===== src/rtl/pipeline_hazard_ctrl_if.sv =====
// Hazard-controller bundle: the datapath drives stage/register info, the
// controller returns stalls, valid bits, forwarding selects and counters.
interface pipeline_hazard_ctrl_if #(
  parameter int unsigned CNT_W = 32
);
  logic [4:0]       DE_RS1_ADDR;
  logic [4:0]       DE_RS2_ADDR;
  logic             DE_RS1_USED;
  logic             DE_RS2_USED;
  logic [4:0]       EX_RS1_ADDR;
  logic [4:0]       EX_RS2_ADDR;
  logic [4:0]       EX_RD;
  logic             EX_MEM_READ;
  logic             BRANCH_TAKEN;
  logic [4:0]       MEM_RD;
  logic             MEM_REG_WRITE;
  logic [4:0]       WB_RD;
  logic             WB_REG_WRITE;
  logic             DMEM_BUSY;
  logic             STALL_PC;
  logic             STALL_IF;
  logic             STALL_DE;
  logic             STALL_EX;
  logic             STALL_MEM;
  logic             IF_DE_VALID;
  logic             DE_EX_VALID;
  logic             EX_MEM_VALID;
  logic             MEM_WB_VALID;
  logic [1:0]       FWD_A_SEL;
  logic [1:0]       FWD_B_SEL;
  logic [CNT_W-1:0] STALL_COUNT;
  logic [CNT_W-1:0] FLUSH_COUNT;
  logic             MEM_TIMEOUT;

  modport master (
    output DE_RS1_ADDR, DE_RS2_ADDR, DE_RS1_USED, DE_RS2_USED,
           EX_RS1_ADDR, EX_RS2_ADDR, EX_RD, EX_MEM_READ, BRANCH_TAKEN,
           MEM_RD, MEM_REG_WRITE, WB_RD, WB_REG_WRITE, DMEM_BUSY,
    input  STALL_PC, STALL_IF, STALL_DE, STALL_EX, STALL_MEM,
           IF_DE_VALID, DE_EX_VALID, EX_MEM_VALID, MEM_WB_VALID,
           FWD_A_SEL, FWD_B_SEL, STALL_COUNT, FLUSH_COUNT, MEM_TIMEOUT
  );

  modport slave (
    input  DE_RS1_ADDR, DE_RS2_ADDR, DE_RS1_USED, DE_RS2_USED,
           EX_RS1_ADDR, EX_RS2_ADDR, EX_RD, EX_MEM_READ, BRANCH_TAKEN,
           MEM_RD, MEM_REG_WRITE, WB_RD, WB_REG_WRITE, DMEM_BUSY,
    output STALL_PC, STALL_IF, STALL_DE, STALL_EX, STALL_MEM,
           IF_DE_VALID, DE_EX_VALID, EX_MEM_VALID, MEM_WB_VALID,
           FWD_A_SEL, FWD_B_SEL, STALL_COUNT, FLUSH_COUNT, MEM_TIMEOUT
  );
endinterface


===== src/rtl/pipeline_hazard_ctrl.sv =====
// Sequencing controller for the 5-stage OTTER pipeline: stage valid bits,
// stalls, branch flushes, EX forwarding, hazard counters, DMEM watchdog.
module pipeline_hazard_ctrl #(
  parameter int unsigned CNT_W    = 32,
  parameter int unsigned MAX_WAIT = 255
) (
  input logic                  CLK,
  input logic                  RESET_N,
  pipeline_hazard_ctrl_if.slave hz
);
  localparam int unsigned WAIT_W = (MAX_WAIT < 1) ? 1 : $clog2(MAX_WAIT + 1);

  logic              if_de_q, de_ex_q, ex_mem_q, mem_wb_q;
  logic              if_de_d, de_ex_d, ex_mem_d, mem_wb_d;
  logic [CNT_W-1:0]  stall_cnt_q, flush_cnt_q;
  logic [WAIT_W-1:0] wait_q;
  logic              timeout_q;

  logic mem_wait, load_use, flush;
  logic stall_pc, stall_if, stall_de, stall_ex, stall_mem;

  function automatic logic [1:0] fwd_sel(
    input logic [4:0] rs,
    input logic       mem_v, input logic mem_we, input logic [4:0] mem_rd,
    input logic       wb_v,  input logic wb_we,  input logic [4:0] wb_rd
  );
    logic [1:0] sel;
    sel = 2'b00;
    if (mem_v && mem_we && (mem_rd != 5'd0) && (mem_rd == rs))
      sel = 2'b01;
    else if (wb_v && wb_we && (wb_rd != 5'd0) && (wb_rd == rs))
      sel = 2'b10;
    return sel;
  endfunction

  always_comb begin
    mem_wait = ex_mem_q & hz.DMEM_BUSY;
    flush    = de_ex_q & hz.BRANCH_TAKEN;
    load_use = de_ex_q & if_de_q & hz.EX_MEM_READ & (hz.EX_RD != 5'd0) &
               ((hz.DE_RS1_USED & (hz.DE_RS1_ADDR == hz.EX_RD)) |
                (hz.DE_RS2_USED & (hz.DE_RS2_ADDR == hz.EX_RD)));

    stall_pc  = 1'b0;
    stall_if  = 1'b0;
    stall_de  = 1'b0;
    stall_ex  = 1'b0;
    stall_mem = 1'b0;
    if_de_d   = 1'b1;
    de_ex_d   = if_de_q;
    ex_mem_d  = de_ex_q;
    mem_wb_d  = ex_mem_q;

    // mem_wait outranks flush, which outranks load_use
    if (mem_wait) begin
      stall_pc  = 1'b1;
      stall_if  = 1'b1;
      stall_de  = 1'b1;
      stall_ex  = 1'b1;
      stall_mem = 1'b1;
      if_de_d   = if_de_q;
      de_ex_d   = de_ex_q;
      ex_mem_d  = ex_mem_q;
      mem_wb_d  = 1'b0;
    end else if (flush) begin
      if_de_d  = 1'b0;
      de_ex_d  = 1'b0;
      ex_mem_d = 1'b1;
    end else if (load_use) begin
      stall_pc = 1'b1;
      stall_if = 1'b1;
      stall_de = 1'b1;
      if_de_d  = if_de_q;
      de_ex_d  = 1'b0;
    end
  end

  always_ff @(posedge CLK or negedge RESET_N) begin
    if (!RESET_N) begin
      if_de_q     <= 1'b0;
      de_ex_q     <= 1'b0;
      ex_mem_q    <= 1'b0;
      mem_wb_q    <= 1'b0;
      stall_cnt_q <= '0;
      flush_cnt_q <= '0;
      wait_q      <= '0;
      timeout_q   <= 1'b0;
    end else begin
      if_de_q  <= if_de_d;
      de_ex_q  <= de_ex_d;
      ex_mem_q <= ex_mem_d;
      mem_wb_q <= mem_wb_d;
      if ((mem_wait || load_use) && (stall_cnt_q != '1))
        stall_cnt_q <= stall_cnt_q + 1'b1;
      if (!mem_wait && flush && (flush_cnt_q != '1))
        flush_cnt_q <= flush_cnt_q + 1'b1;
      // wait_q counts prior busy cycles, so the (MAX_WAIT+1)th one trips it
      if (mem_wait) begin
        if (wait_q != WAIT_W'(MAX_WAIT))
          wait_q <= wait_q + 1'b1;
        else
          timeout_q <= 1'b1;
      end else begin
        wait_q <= '0;
      end
    end
  end

  assign hz.STALL_PC     = stall_pc;
  assign hz.STALL_IF     = stall_if;
  assign hz.STALL_DE     = stall_de;
  assign hz.STALL_EX     = stall_ex;
  assign hz.STALL_MEM    = stall_mem;
  assign hz.IF_DE_VALID  = if_de_q;
  assign hz.DE_EX_VALID  = de_ex_q;
  assign hz.EX_MEM_VALID = ex_mem_q;
  assign hz.MEM_WB_VALID = mem_wb_q;
  assign hz.STALL_COUNT  = stall_cnt_q;
  assign hz.FLUSH_COUNT  = flush_cnt_q;
  assign hz.MEM_TIMEOUT  = timeout_q;
  assign hz.FWD_A_SEL    = fwd_sel(hz.EX_RS1_ADDR, ex_mem_q, hz.MEM_REG_WRITE, hz.MEM_RD,
                                   mem_wb_q, hz.WB_REG_WRITE, hz.WB_RD);
  assign hz.FWD_B_SEL    = fwd_sel(hz.EX_RS2_ADDR, ex_mem_q, hz.MEM_REG_WRITE, hz.MEM_RD,
                                   mem_wb_q, hz.WB_REG_WRITE, hz.WB_RD);
endmodule

===== src/flat_wrapper.sv =====
// flat-port wrapper written by rule: the top's interface ports become plain ports
module pipeline_hazard_ctrl_flat 
#(
  parameter int unsigned CNT_W    = 32,
  parameter int unsigned MAX_WAIT = 255
)
  (CLK, RESET_N, hz_DE_RS1_ADDR, hz_DE_RS2_ADDR, hz_DE_RS1_USED, hz_DE_RS2_USED, hz_EX_RS1_ADDR, hz_EX_RS2_ADDR, hz_EX_RD, hz_EX_MEM_READ, hz_BRANCH_TAKEN, hz_MEM_RD, hz_MEM_REG_WRITE, hz_WB_RD, hz_WB_REG_WRITE, hz_DMEM_BUSY, hz_STALL_PC, hz_STALL_IF, hz_STALL_DE, hz_STALL_EX, hz_STALL_MEM, hz_IF_DE_VALID, hz_DE_EX_VALID, hz_EX_MEM_VALID, hz_MEM_WB_VALID, hz_FWD_A_SEL, hz_FWD_B_SEL, hz_STALL_COUNT, hz_FLUSH_COUNT, hz_MEM_TIMEOUT);
  pipeline_hazard_ctrl_if #(.CNT_W(CNT_W)) hz_i ();
  input logic CLK;
  input logic RESET_N;
  input wire logic [$bits(hz_i.DE_RS1_ADDR)-1:0] hz_DE_RS1_ADDR;
  input wire logic [$bits(hz_i.DE_RS2_ADDR)-1:0] hz_DE_RS2_ADDR;
  input wire logic [$bits(hz_i.DE_RS1_USED)-1:0] hz_DE_RS1_USED;
  input wire logic [$bits(hz_i.DE_RS2_USED)-1:0] hz_DE_RS2_USED;
  input wire logic [$bits(hz_i.EX_RS1_ADDR)-1:0] hz_EX_RS1_ADDR;
  input wire logic [$bits(hz_i.EX_RS2_ADDR)-1:0] hz_EX_RS2_ADDR;
  input wire logic [$bits(hz_i.EX_RD)-1:0] hz_EX_RD;
  input wire logic [$bits(hz_i.EX_MEM_READ)-1:0] hz_EX_MEM_READ;
  input wire logic [$bits(hz_i.BRANCH_TAKEN)-1:0] hz_BRANCH_TAKEN;
  input wire logic [$bits(hz_i.MEM_RD)-1:0] hz_MEM_RD;
  input wire logic [$bits(hz_i.MEM_REG_WRITE)-1:0] hz_MEM_REG_WRITE;
  input wire logic [$bits(hz_i.WB_RD)-1:0] hz_WB_RD;
  input wire logic [$bits(hz_i.WB_REG_WRITE)-1:0] hz_WB_REG_WRITE;
  input wire logic [$bits(hz_i.DMEM_BUSY)-1:0] hz_DMEM_BUSY;
  output wire logic [$bits(hz_i.STALL_PC)-1:0] hz_STALL_PC;
  output wire logic [$bits(hz_i.STALL_IF)-1:0] hz_STALL_IF;
  output wire logic [$bits(hz_i.STALL_DE)-1:0] hz_STALL_DE;
  output wire logic [$bits(hz_i.STALL_EX)-1:0] hz_STALL_EX;
  output wire logic [$bits(hz_i.STALL_MEM)-1:0] hz_STALL_MEM;
  output wire logic [$bits(hz_i.IF_DE_VALID)-1:0] hz_IF_DE_VALID;
  output wire logic [$bits(hz_i.DE_EX_VALID)-1:0] hz_DE_EX_VALID;
  output wire logic [$bits(hz_i.EX_MEM_VALID)-1:0] hz_EX_MEM_VALID;
  output wire logic [$bits(hz_i.MEM_WB_VALID)-1:0] hz_MEM_WB_VALID;
  output wire logic [$bits(hz_i.FWD_A_SEL)-1:0] hz_FWD_A_SEL;
  output wire logic [$bits(hz_i.FWD_B_SEL)-1:0] hz_FWD_B_SEL;
  output wire logic [$bits(hz_i.STALL_COUNT)-1:0] hz_STALL_COUNT;
  output wire logic [$bits(hz_i.FLUSH_COUNT)-1:0] hz_FLUSH_COUNT;
  output wire logic [$bits(hz_i.MEM_TIMEOUT)-1:0] hz_MEM_TIMEOUT;
  assign hz_i.DE_RS1_ADDR = hz_DE_RS1_ADDR;
  assign hz_i.DE_RS2_ADDR = hz_DE_RS2_ADDR;
  assign hz_i.DE_RS1_USED = hz_DE_RS1_USED;
  assign hz_i.DE_RS2_USED = hz_DE_RS2_USED;
  assign hz_i.EX_RS1_ADDR = hz_EX_RS1_ADDR;
  assign hz_i.EX_RS2_ADDR = hz_EX_RS2_ADDR;
  assign hz_i.EX_RD = hz_EX_RD;
  assign hz_i.EX_MEM_READ = hz_EX_MEM_READ;
  assign hz_i.BRANCH_TAKEN = hz_BRANCH_TAKEN;
  assign hz_i.MEM_RD = hz_MEM_RD;
  assign hz_i.MEM_REG_WRITE = hz_MEM_REG_WRITE;
  assign hz_i.WB_RD = hz_WB_RD;
  assign hz_i.WB_REG_WRITE = hz_WB_REG_WRITE;
  assign hz_i.DMEM_BUSY = hz_DMEM_BUSY;
  assign hz_STALL_PC = hz_i.STALL_PC;
  assign hz_STALL_IF = hz_i.STALL_IF;
  assign hz_STALL_DE = hz_i.STALL_DE;
  assign hz_STALL_EX = hz_i.STALL_EX;
  assign hz_STALL_MEM = hz_i.STALL_MEM;
  assign hz_IF_DE_VALID = hz_i.IF_DE_VALID;
  assign hz_DE_EX_VALID = hz_i.DE_EX_VALID;
  assign hz_EX_MEM_VALID = hz_i.EX_MEM_VALID;
  assign hz_MEM_WB_VALID = hz_i.MEM_WB_VALID;
  assign hz_FWD_A_SEL = hz_i.FWD_A_SEL;
  assign hz_FWD_B_SEL = hz_i.FWD_B_SEL;
  assign hz_STALL_COUNT = hz_i.STALL_COUNT;
  assign hz_FLUSH_COUNT = hz_i.FLUSH_COUNT;
  assign hz_MEM_TIMEOUT = hz_i.MEM_TIMEOUT;
  pipeline_hazard_ctrl #(.CNT_W(CNT_W), .MAX_WAIT(MAX_WAIT)) u_core (.CLK(CLK), .RESET_N(RESET_N), .hz(hz_i));
endmodule

===== config.mk =====
export PLATFORM = sky130hd
export DESIGN_NAME = pipeline_hazard_ctrl_flat
export DESIGN_NICKNAME = d
export VERILOG_FILES = /design/src/rtl/pipeline_hazard_ctrl_if.sv /design/src/rtl/pipeline_hazard_ctrl.sv /design/src/flat_wrapper.sv
export SDC_FILE = /design/constraint.sdc
export NUM_CORES = 1
export LEC_CHECK = 0
export ABC_AREA = 1
export ABC_CLOCK_PERIOD_IN_PS = 2300
export BUFFER_PORTS_ARGS = -buffer_cell sky130_fd_sc_hd__buf_2
export CAP_MARGIN = 20
export CORE_MARGIN = 1.5
export CORE_UTILIZATION = 35
export CTS_CLUSTER_SIZE = 28
export DETAILED_ROUTE_END_ITERATION = 10
export GPL_TIMING_DRIVEN = 0
export PLACE_DENSITY = 0.59
export SLEW_MARGIN = 20
export SYNTH_ARGS = -nofsm -noshare
export SYNTH_HDL_FRONTEND = slang
export SYNTH_SLANG_ARGS = --single-unit

===== constraint.sdc =====
create_clock -name CLK -period 2.3 [get_ports CLK]
set_clock_uncertainty 0.15 [all_clocks]
set_input_delay 0.115 -clock CLK [delete_from_list [all_inputs] [get_ports CLK]]
set_output_delay 0.115 -clock CLK [all_outputs]
set_load 0.05 [all_outputs]

; ---- Word-level counts from Yosys, hierarchy flattened
; Index checks and enable logic that the tools add are counted.
[word_totals]
register_bits = 77
out_inout_bits = 78
wordCells = 67
[op_classes]
add_sub_neg = 3
n_eq_ne = 11
n_mux = 16
n_bitwise = 11
n_reduce_logical = 18
[op_table]
columns = op, n
row1 = "adder 32 x 1 -> 32 bit, second input constant", 2
row2 = "!= test 32 bit, second input constant", 2
row3 = == test 5 bit, 6
row4 = two-way mux 8 bit, 2
row5 = nonzero test 5 bit, 3
row6 = logical AND 1 bit, 11
row7 = two-way mux 1 bit, 10
row8 = "adder 8 x 1 -> 8 bit, second input constant", 1
row9 = AND 1 bit, 8
row10 = two-way mux 2 bit, 4
row11 = "!= test 8 bit, second input constant", 1
row12 = "!= test 2 bit, second input constant", 2
row13 = AND reduction 2 bit, 2
row14 = NOT 1 bit, 2
row15 = logical NOT 1 bit, 1
row16 = logical OR 1 bit, 1
row17 = OR 1 bit, 1

; ---- Logic depth before layout (Yosys ltp)
[logic_depth]
ltp_word = 7
ltp_mapped = 12
mapped_depth_nobuf = 12

; ---- Worst setup path after synthesis
; OpenSTA, ideal clock, no wires.
[synth_timing]
kind = register to output
start = reg u_core.ex_mem_q (netlist: u_core.hz.EX_MEM_VALID)
end = out hz_FWD_A_SEL[1]
t_arrival_ns = 3.005
t_required_ns = 2.035
setup_slack_ns = -0.970
path_stages_with_launch = 4
path_cell_list = dfrtp_1 nand3_1 nor4_1 nor2_1
[synth_between]
elab_chain_len = 4
[synth_lines]
columns = item, line
row1 = "start, declared", pipeline_hazard_ctrl.sv:13  ; logic if_de_q, de_ex_q, ex_mem_q, mem_wb_q;
row2 = "start signal, assigned", pipeline_hazard_ctrl.sv:90  ; ex_mem_q <= ex_mem_d;
row3 = logical AND 1 bit (3 in a row), pipeline_hazard_ctrl.sv:29  ; if (mem_v && mem_we && (mem_rd != 5'd0) && (mem_rd == rs))
row4 = two-way mux 2 bit, pipeline_hazard_ctrl.sv:29
row5 = "end, declared", flat_wrapper.sv:34  ; output wire logic [$bits(hz_i.FWD_A_SEL)-1:0] hz_FWD_A_SEL;
; No other way between the ends.

; ---- Worst setup path after layout
[layout_timing]
start = in hz_DMEM_BUSY
end = out hz_STALL_IF
[layout_between]
elab_chain_len = 2
[layout_lines]
columns = item, line
row1 = "start, declared", flat_wrapper.sv:24  ; input wire logic [$bits(hz_i.DMEM_BUSY)-1:0] hz_DMEM_BUSY;
row2 = AND 1 bit, pipeline_hazard_ctrl.sv:37  ; mem_wait = ex_mem_q & hz.DMEM_BUSY;
row3 = two-way mux 1 bit, pipeline_hazard_ctrl.sv:54  ; if (mem_wait) begin
row4 = "end, declared", flat_wrapper.sv:26  ; output wire logic [$bits(hz_i.STALL_IF)-1:0] hz_STALL_IF;
; No other way between the ends.

==> summary.txt <==
Result of the run -> finished clean
Post-Syn Nets -> 857
Effective utilization at floorplan -> 35.7%
Area grow syn2layout -> 22.5%
Antenna diode count -> 0
Total number of yosys warnings -> 0
FP Rows -> 45
Placed Area -> 6280 sq um
Final Wtd Congestion -> 0.917
Count of distinct cell types in the synthesized netlist -> 33
Number of instances in the synthesized netlist -> 810
Total number of vias -> 5295
Max-capacitance violation count -> 0
Number of synthesized register bits -> 77
Max-slew violation count -> 0
Final period demand of the worst path -> 2.14 ns
Fraction of layout cells with a size suffix above 1 -> 20.0%
Max frequency -> 468 MHz
Detailed-route wire length per cell -> 12.9 um
Count of TritonRoute iterations in the first routing pass -> 4
Horizontal extent of the die -> 127 um
Relative slew slack -> 61.0%
Critical path endpoint category -> output port
Global route overflow -> 0
Iteration-0 DRC Markers -> 320
I/O Buffers -> 121
Pwr Density -> 781 nW/um^2
# setup viols final -> 0
Worst path required time -> 2.04 ns
Cell with the largest stage delay on the worst path -> dlygate4sd3_1
Most used cell, CP -> buf_2
Average via count per standard cell -> 4.65
Top area cells in the synthesized netlist -> dfrtp_1, nand2_1, nor2_1
Clock tree from TritonCTS -> yes
DP Cell Count -> 1120
Residual antenna-violating net count after detailed routing -> 0
Hold slack -> 0.130 ns
Post-Syn Area -> 5380 sq um
Arrival time of the worst setup path -> 1.87 ns
CP peak stage delay -> 0.54 ns
Number of sinks driven by the clock tree -> 77
Area inside the core boundary -> 15100 sq um
Average size of a mapped cell -> 6.65 sq um
Top cell type's share of synthesized area -> 35.8%
Post-detailed-route DRC marker count -> 0
Count of fill cells added during filler insertion -> 1601
Largest area contributor in the synthesized netlist -> dfrtp_1
CP startpoint kind -> primary input
Hold Crit Class -> primary input to async pin
Slew at the pin closest to its max-slew limit -> 0.585 ns
Clock latency on the worst-skew pair -> 0.34 ns
Maximum fanout count along the critical path -> 7
Number of global-route vias before repair -> 4992
Peak VDD IR -> 0.000391 V
Total wirelength of the detailed-routed design -> 14700 um
Number of antenna violations at the first check in global routing -> 0
Period Utilization, post-route -> 92.9%
HPWL reported at the end of detailed placement -> 11500 um
Final instance area -> 6590 sq um
Hold Fails Final Rpt -> 0
Filler-free cell count of the finished design -> 1139
Leakage -> 0.00334 uW
Floorplan die area -> 16100 sq um
Total number of H-tree levels -> 3
Y dimension of the die -> 127 um
Number of buffers on the longest clock path -> 2
Net count of the finished layout -> 993
Global-route usage over all layers -> 19.0%
Number of buffers inserted during clock tree synthesis -> 9
Sequential element share of the synthesized area -> 35.8%
Cell-by-cell listing of the critical path -> dlygate4sd3_1 -> buf_2 -> nand2_1 -> clkinvlp_4 -> nor2_1 -> a21oi_4 -> buf_4 -> buf_2
Global-route wire length before repair -> 24600 um
Setup repair after global routing missed its margin -> no
Clock transition at the registers of the reported paths -> 0.06 ns
Category of the most critical setup path -> primary input to output port
I/O pin count -> 122
Pin count of the biggest net entering global routing -> 45
Clk Tree Root Cell -> clkbuf_16
-- layer usage --
layer / vias up / part of all wire, % / GRT usage [%]
met5: - / 0 / 0
met4: 0 / 2.2 / 7.69
met3: 23 / 5.0 / 3.31
met2: 117 / 45 / 30.4
met1: 2357 / 48 / 25.7
li1: 2798 / - / -
-- path summary, 6_finish.rpt --
check / from / end / slack, ns / cells past startpoint
worst max-delay path: hz_DMEM_BUSY / hz_STALL_IF / 0.16 / 8
worst min-delay path: RESET_N / u_core.hz.STALL_COUNT[6] / 0.13 / 2
worst max register to register: u_core.hz.STALL_COUNT[0] / u_core.hz.STALL_COUNT[26] / 0.21 / 10
worst min register to register: u_core.hz.MEM_TIMEOUT / u_core.hz.MEM_TIMEOUT / 0.31 / 2
max in group asynchronous: RESET_N / u_core.hz.FLUSH_COUNT[21] / 1.27 / 3
min in group CLK: hz_EX_MEM_READ / u_core.hz.IF_DE_VALID / 0.18 / 6
-- what timing repair did --
action | CTS | global route
resized for setup | 0 | 1
buffers inserted | 0 | 0
hold endpoints to repair | 38 | 0
endpoints found under the setup margin | 0 | 1
hold buffers | 3 | 0
-- registers in the layout, indices dropped and copies added, names as in the netlist --
| name | flops |
|---|---|
| u_core.wait_q | 8 |
| u_core.hz.DE_EX_VALID | 1 |
| u_core.hz.MEM_TIMEOUT | 1 |
| u_core.hz.EX_MEM_VALID | 1 |
| u_core.hz.FLUSH_COUNT | 32 |
| u_core.hz.MEM_WB_VALID | 1 |
| u_core.hz.STALL_COUNT | 32 |
| u_core.hz.IF_DE_VALID | 1 |
-- synth_stat cells, drive strengths merged --
library cell,number
and2,2
xor2,26
a31oi,2
dfrtp,77
nor3,18
nor4,2
nand4,15
nand3b,10
nor2b,1
xnor2,22
clkbuf,1
nor2,107
ha,3
o22ai,1
buf,16
o21ai,24
nand2,320
a21oi,1
inv,87
a211oi,2
nand3,73
-- where the power goes --
| group | switching, uW | leakage (uW) | internal (uW) |
|---|---|---|---|
| registers | 247 | 0.00104 | 1540 |
| logic | 1470 | 0.00215 | 549 |
| clock network | 561 | 0.000145 | 780 |
| total | 2280 | 0.00334 | 2870 |
-- stage by stage --
step                      utilization [%]  setup WS, ns  TNS [ns]  total power (uW)
after floorplan                         -        -0.238    -0.476              3280
after global placement               41.4         0.201         0              3820
after detailed placement             41.6         0.183         0              3850
after CTS                            43.7         0.122         0              5230
after global routing                 43.7        0.0171         0              5440
final                                43.7         0.163         0              5150
-- critical path, delay by kind of cell --
kind                   cells  cell delay (ns)
AND/OR/NAND/NOR            2             0.50
buffers and inverters      5             1.18
AO/OA/AOI/OAI              1             0.07
-- logic make-up (layout without fill, tap and decap cells) --
logic type	Yosys count	count (layout)	synth area share [%]
xor+xnor	48	48	7.81
buf+inv	104	245	8.67
fa+ha+maj	3	3	0.697
flops	77	77	35.8
compound gates	30	30	3.58
simple gates	548	548	43.4
-- cell type report --
cell class | count | area (sq um) | area share [%]
plain buffers | 17 | 138 | 2.09
clock buffers | 11 | 253 | 3.83
clock inverters | 5 | 25.0 | 0.380
inverters | 87 | 333 | 5.05
multi-input cells | 629 | 3020 | 45.7
flip-flops and latches | 77 | 1930 | 29.2
well taps | 188 | 235 | 3.57
repair buffers | 125 | 666 | 10.1
-- cell usage in the layout, fill, tap and decap left out, types with 2 or more instances in the layout --
master,count
xor2_1,26
buf_2,122
clkbuf_8,2
ha_1,2
o21ai_1,2
nand4_1,15
inv_1,81
nand2_4,2
dfrtp_1,77
a31oi_1,2
nor3_1,17
inv_2,4
nand3b_1,10
nand2_2,6
nor2_4,3
buf_4,10
dlygate4sd3_1,3
nand3_1,72
nor2_1,100
xnor2_1,22
and2_1,2
nand2_1,312
o21ai_2,9
buf_6,5
o21ai_0,13
clkinv_2,5
clkbuf_16,9
nor2_2,4
a211oi_1,2
nor4_2,2
Note: power is estimated with default switching activity, not from simulation.
